<file path="src/rtl/ads8528_responder.sv">
// rtl/ads8528_responder.sv - ADC-side model of the ADS8528 parallel interface.
// Conversion timing, sample capture, RD readback and two-word config writes.
module ads8528_responder #(
    parameter int CONV_CYCLES = 33,
    parameter int DATA_W      = 16
) (
    input  logic                  clk,
    input  logic                  rst,
    input  logic                  convst_A,
    input  logic                  convst_B,
    input  logic                  convst_C,
    input  logic                  convst_D,
    input  logic                  CS,
    input  logic                  read,
    input  logic                  write,
    input  logic [DATA_W-1:0]     db_in,
    output logic [DATA_W-1:0]     db_out,
    output logic                  db_oe,
    output logic                  busy,
    input  logic [8*DATA_W-1:0]   sample_bus,
    output logic [31:0]           config_reg,
    output logic [15:0]           frame_count
);

    typedef enum logic {IDLE, CONV} state_t;

    state_t            state, next_state;
    logic [7:0]        cnt, cnt_d;
    logic [3:0]        mask, mask_d;
    logic              done;
    logic [3:0]        cv, cv_prev, cv_rise;
    logic              rd_prev, wr_prev;
    logic              rd_fall, rd_rise, wr_rise;
    logic              wr_blocked;
    logic [2:0]        rd_ptr;
    logic              wr_ptr;
    logic [DATA_W-1:0] samples [8];

    assign cv      = {convst_D, convst_C, convst_B, convst_A};
    assign cv_rise = cv & ~cv_prev;
    assign rd_fall = ~read & rd_prev;
    assign rd_rise = read & ~rd_prev;
    assign wr_rise = write & ~wr_prev;
    assign busy    = (state == CONV);

    always_ff @(posedge clk or posedge rst) begin
        if (rst) begin
            state <= IDLE;
            cnt   <= '0;
            mask  <= '0;
        end else begin
            state <= next_state;
            cnt   <= cnt_d;
            mask  <= mask_d;
        end
    end

    always_comb begin
        next_state = state;
        cnt_d      = cnt;
        mask_d     = mask;
        done       = 1'b0;
        case (state)
            IDLE: begin
                if (|cv_rise) begin
                    next_state = CONV;
                    cnt_d      = 8'(CONV_CYCLES - 1);
                    mask_d     = cv_rise;
                end
            end
            CONV: begin
                if (cnt == 8'd0) begin
                    next_state = IDLE;
                    done       = 1'b1;
                end else begin
                    cnt_d = cnt - 8'd1;
                end
            end
            default: next_state = IDLE;
        endcase
    end

    // Only pairs that saw a CONVST edge are refreshed; the others keep their last frame.
    always_ff @(posedge clk or posedge rst) begin
        if (rst) begin
            for (int k = 0; k < 8; k++) samples[k] <= '0;
            frame_count <= '0;
        end else if (done) begin
            for (int k = 0; k < 8; k++)
                if (mask[k/2]) samples[k] <= sample_bus[k*DATA_W +: DATA_W];
            frame_count <= frame_count + 16'd1;
        end
    end

    always_ff @(posedge clk or posedge rst) begin
        if (rst) begin
            cv_prev <= '0;
            rd_prev <= 1'b1;
            wr_prev <= 1'b1;
        end else begin
            cv_prev <= cv;
            rd_prev <= read;
            wr_prev <= write;
        end
    end

    always_ff @(posedge clk or posedge rst) begin
        if (rst) begin
            db_oe  <= 1'b0;
            db_out <= '0;
            rd_ptr <= '0;
        end else begin
            db_oe <= ~CS & ~read;
            if (rd_fall && !CS)
                db_out <= (state == IDLE) ? samples[rd_ptr] : '0;
            if (done)
                rd_ptr <= '0;
            else if (rd_rise && !CS && state == IDLE)
                rd_ptr <= rd_ptr + 3'd1;
        end
    end

    // A write whose low phase overlapped a selected read is dropped at its rising edge.
    always_ff @(posedge clk or posedge rst) begin
        if (rst) begin
            wr_blocked <= 1'b0;
            wr_ptr     <= 1'b0;
            config_reg <= '0;
        end else begin
            if (wr_rise) begin
                wr_blocked <= 1'b0;
                if (!CS && !wr_blocked && read) begin
                    if (!wr_ptr) config_reg[31:16] <= db_in;
                    else         config_reg[15:0]  <= db_in;
                    wr_ptr <= ~wr_ptr;
                end
            end else if (!CS && !read && !write) begin
                wr_blocked <= 1'b1;
            end
        end
    end

endmodule

</file>
<file path="config.mk">
export PLATFORM = sky130hd
export DESIGN_NAME = ads8528_responder
export DESIGN_NICKNAME = d
export VERILOG_FILES = /design/src/rtl/ads8528_responder.sv
export SDC_FILE = /design/constraint.sdc
export NUM_CORES = 1
export LEC_CHECK = 0
export ABC_AREA = 1
export CAP_MARGIN = 0
export CORE_ASPECT_RATIO = 1.75
export CORE_MARGIN = 2
export CORE_UTILIZATION = 25
export DETAILED_ROUTE_END_ITERATION = 16
export GPL_TIMING_DRIVEN = 0
export PLACE_DENSITY_LB_ADDON = 0.08
export REMOVE_ABC_BUFFERS = 1
export SYNTH_ARGS = -nofsm -noshare
export SYNTH_HDL_FRONTEND = slang
export SYNTH_SLANG_ARGS = --single-unit
</file>
<file path="constraint.sdc">
create_clock -name clk -period 16.3 [get_ports clk]
set_input_delay 3.26 -clock clk [delete_from_list [all_inputs] [get_ports clk]]
set_output_delay 3.26 -clock clk [all_outputs]
set_load 0.1 [all_outputs]
</file>
==> results of run 1 <==
-- cells in the mapped netlist (all sizes together) --
library cell and instances:
a21oi 33, buf 38, clkbuf 28, dfrtp 215, dfstp 2, ha 4
inv 96, nand2 426, nand3 67, nand3b 4, nand4 5, nor2 39
nor3 1, o211ai 32, o21ai 193, or2 1, xnor2 2, xor2 9
-- through the flow --
| step | setup slack, ns | std cells |
|---|---|---|
| floorplan | 7.11 | 1129 |
| global placement | 3.27 | 1837 |
| detailed placement | 10.63 | 1843 |
| CTS | 10.65 | 1886 |
| global route | 10.60 | 1887 |
| finish | 10.70 | 1887 |
-- power by group through the flow --
stage / registers [mW] / clock network, mW / logic, mW
2_1_floorplan: 0.744 / 0 / 0.0278
3_3_place_gp: 0.584 / 0 / 0.293
3_5_place_dp: 0.584 / 0 / 0.293
4_1_cts: 0.575 / 0.556 / 0.294
5_1_grt: 0.577 / 0.578 / 0.304
6_report: 0.574 / 0.533 / 0.290
-- layout make-up --
type,count,area share
Sequential cell,217,0.409
Clock inverter,6,0.00226
Timing Repair Buffer,224,0.176
Inverter,96,0.0277
Antenna cell,1,0.000188
Tap cell,490,0.0461
Clock buffer,37,0.0542
Multi-Input combinational cell,816,0.284
-- metal layers --
metal,part of all wire,global-route usage
met1,0.41,0.184
met2,0.52,0.279
met3,0.054,0.0294
met4,0.018,0.0425
met5,0.00034,0
-- worst paths after layout --
kind	cells past startpoint	slack, ns	endpoint	start
worst max register to register	10	13.77	samples[96]	cnt[0]
max in group asynchronous	3	12.29	wr_prev	rst
worst min-delay path	2	0.47	config_reg[19]	config_reg[19]
worst max-delay path	1	10.70	busy	busy
min in group asynchronous	2	3.16	config_reg[31]	rst
worst min register to register	2	0.47	config_reg[19]	config_reg[19]
-- cell families after synthesis --
kind of cell | Yosys count | synth area share
buffers and inverters | 162 | 0.0737
XOR/XNOR | 11 | 0.00970
flip-flops | 217 | 0.547
adder cells (fa/ha/maj) | 4 | 0.00504
AO/OA/AOI/OAI | 258 | 0.138
AND/OR/NAND/NOR | 543 | 0.226
-- tightest hold or removal path: stages, from the launching register on --
cell	delay (ns)
dfrtp_1	0.34
nand2_1	0.05
nand2_1	0.05
==> impl_metrics.env, run 1 <==
export IMPL_status="completed"
export IMPL_cts_hold_fix_buffers=0
export IMPL_setup_viol=0
export IMPL_clock_sinks=217
export IMPL_dpl_cell_area_sq_um=12500
export IMPL_final_cell_mix="nand2_1 (423), clkdlybuf4s50_1 (218), dfrtp_1 (213)"
export IMPL_syn2layout_area_growth_pct=33.8
export IMPL_die_area_sq_um=41400
export IMPL_tightest_slew_ns=1.03
export IMPL_synth_top_area_cell="dfrtp_1"
export IMPL_vias=8421
export IMPL_crit_buf_inv=1
export IMPL_total_power_mw=1.40
export IMPL_largest_reg_flops=128
export IMPL_timing_hold_violations_final=0
export IMPL_clkTransAtPathRegs_ns=0.06
export IMPL_synth_seq_area_share=0.547
export IMPL_ios=219
export IMPL_final_common_cell="nand2_1"
export IMPL_critPathCaptureType="primary output"
export IMPL_maxSlewViolCount=0
export IMPL_cpPeakStageDelay_ns=1.23
export IMPL_arrival_ns=2.34
export IMPL_first_pass_iters=5
export IMPL_grt_pass1_vias=8724
export IMPL_chipWidth_um=155
export IMPL_regArea_sq_um=5440
export IMPL_cpLargestDelayFamily="buffers and inverters"
export IMPL_grt_max_degree=93
export IMPL_start_util=0.254
export IMPL_yosysWarnings=0
export IMPL_core_region_area_sq_um=39200
export IMPL_multi_input_area_sq_um=3780
export IMPL_clk_path_buf_depth=3
export IMPL_critPathKind="reg -> out"
export IMPL_hp_class="reg -> reg"
export IMPL_period_minus_slack_ns=5.60
export IMPL_synth_top_area_share=0.542
export IMPL_p_clk_frac=0.382
export IMPL_skew_ns=0.0130
export IMPL_grt_pass1_wl_um=50200
export IMPL_synth_ff_latch_count=217
export IMPL_fp_dieH_um=268
export IMPL_root_buffer="clkbuf_16"
export IMPL_rsz0062_at_grt="no"
export IMPL_p_sw_frac=0.326
export IMPL_cp_start_kind="flip-flop"
export IMPL_pwr_share_seq=0.411
export IMPL_numCtsBuffers=24
export IMPL_vdd_drop_max_mv=0.0743
export IMPL_netlist_cell_type_count=27
export IMPL_vias_per_cell=4.46
export IMPL_port_buffers=218
export IMPL_antenna_left=0
export IMPL_stdcell_area_sq_um=13300
export IMPL_grt_overflow=0
export IMPL_wl_um=31900
export IMPL_finalCritPeriodShare=0.344
export IMPL_critPathMaxFanout=9
export IMPL_cellLeakagePower_nw=5.42
export IMPL_p_int_mw=0.943
export IMPL_fmax_mhz=179
export IMPL_nFillCells=4170
export IMPL_netlist_area_sq_um=9930
export IMPL_drcViolationCount=0
export IMPL_cap_violations=0
export IMPL_avgSynthCellArea_sq_um=8.31
export IMPL_fin_nets=1536
export IMPL_htree_levels=1
export IMPL_required_ns=13.04
export IMPL_post_cts_resized=0
export IMPL_fin_util=0.339
export IMPL_drtIter0Drc=347
export IMPL_antenna_found_initial=2
export IMPL_combPwrFrac=0.208
export IMPL_insertion_delay_ns=0.53
export IMPL_pwr_density_cell_nw_per_um2=105
export IMPL_syn_instance_count=1195
export IMPL_setup_tns_ns=0
export IMPL_whs_ns=0.470
export IMPL_timing_slew_headroom=0.312
export IMPL_slowest_stage="clkdlybuf4s50_1"
export IMPL_dp_hpwl_um=21600
export IMPL_grt_util_all_layers=0.154
export IMPL_cts_tree="yes"
export IMPL_netlist_top_cells_area="dfrtp_1 (54%), nand2_1 (16%), o21ai_0 (8.4%)"
export IMPL_crit_chain="clkdlybuf4s50_1"
export IMPL_num_rows=96
export IMPL_post_drt_wl_per_cell_um=16.9
export IMPL_postCtsSetupBuffers=0
export IMPL_place_gp_congestion=0.754
export IMPL_drive_gt1_frac=0.0451
export IMPL_switchingPower_mw=0.455
No activity file was read; power rests on OpenSTA's default activity.
==> run 2, diff against run 1 <==
==> constraint.sdc (replaced) <==
create_clock -name clk -period 5.8 [get_ports clk]
set_input_delay 1.16 -clock clk [delete_from_list [all_inputs] [get_ports clk]]
set_output_delay 1.16 -clock clk [all_outputs]
set_load 0.1 [all_outputs]
==> results of run 2 <==
The final DEF is identical to that of run 1. Status: completed.
Among the figures that moved: setup slack after placement 10.63 ns -> 2.23 ns; setup slack after layout 10.70 ns -> 2.30 ns; register-to-register setup slack 13.77 ns -> 3.27 ns; total power 1.40 mW -> 3.93 mW; worst IR drop on VDD 0.0743 mV -> 0.209 mV
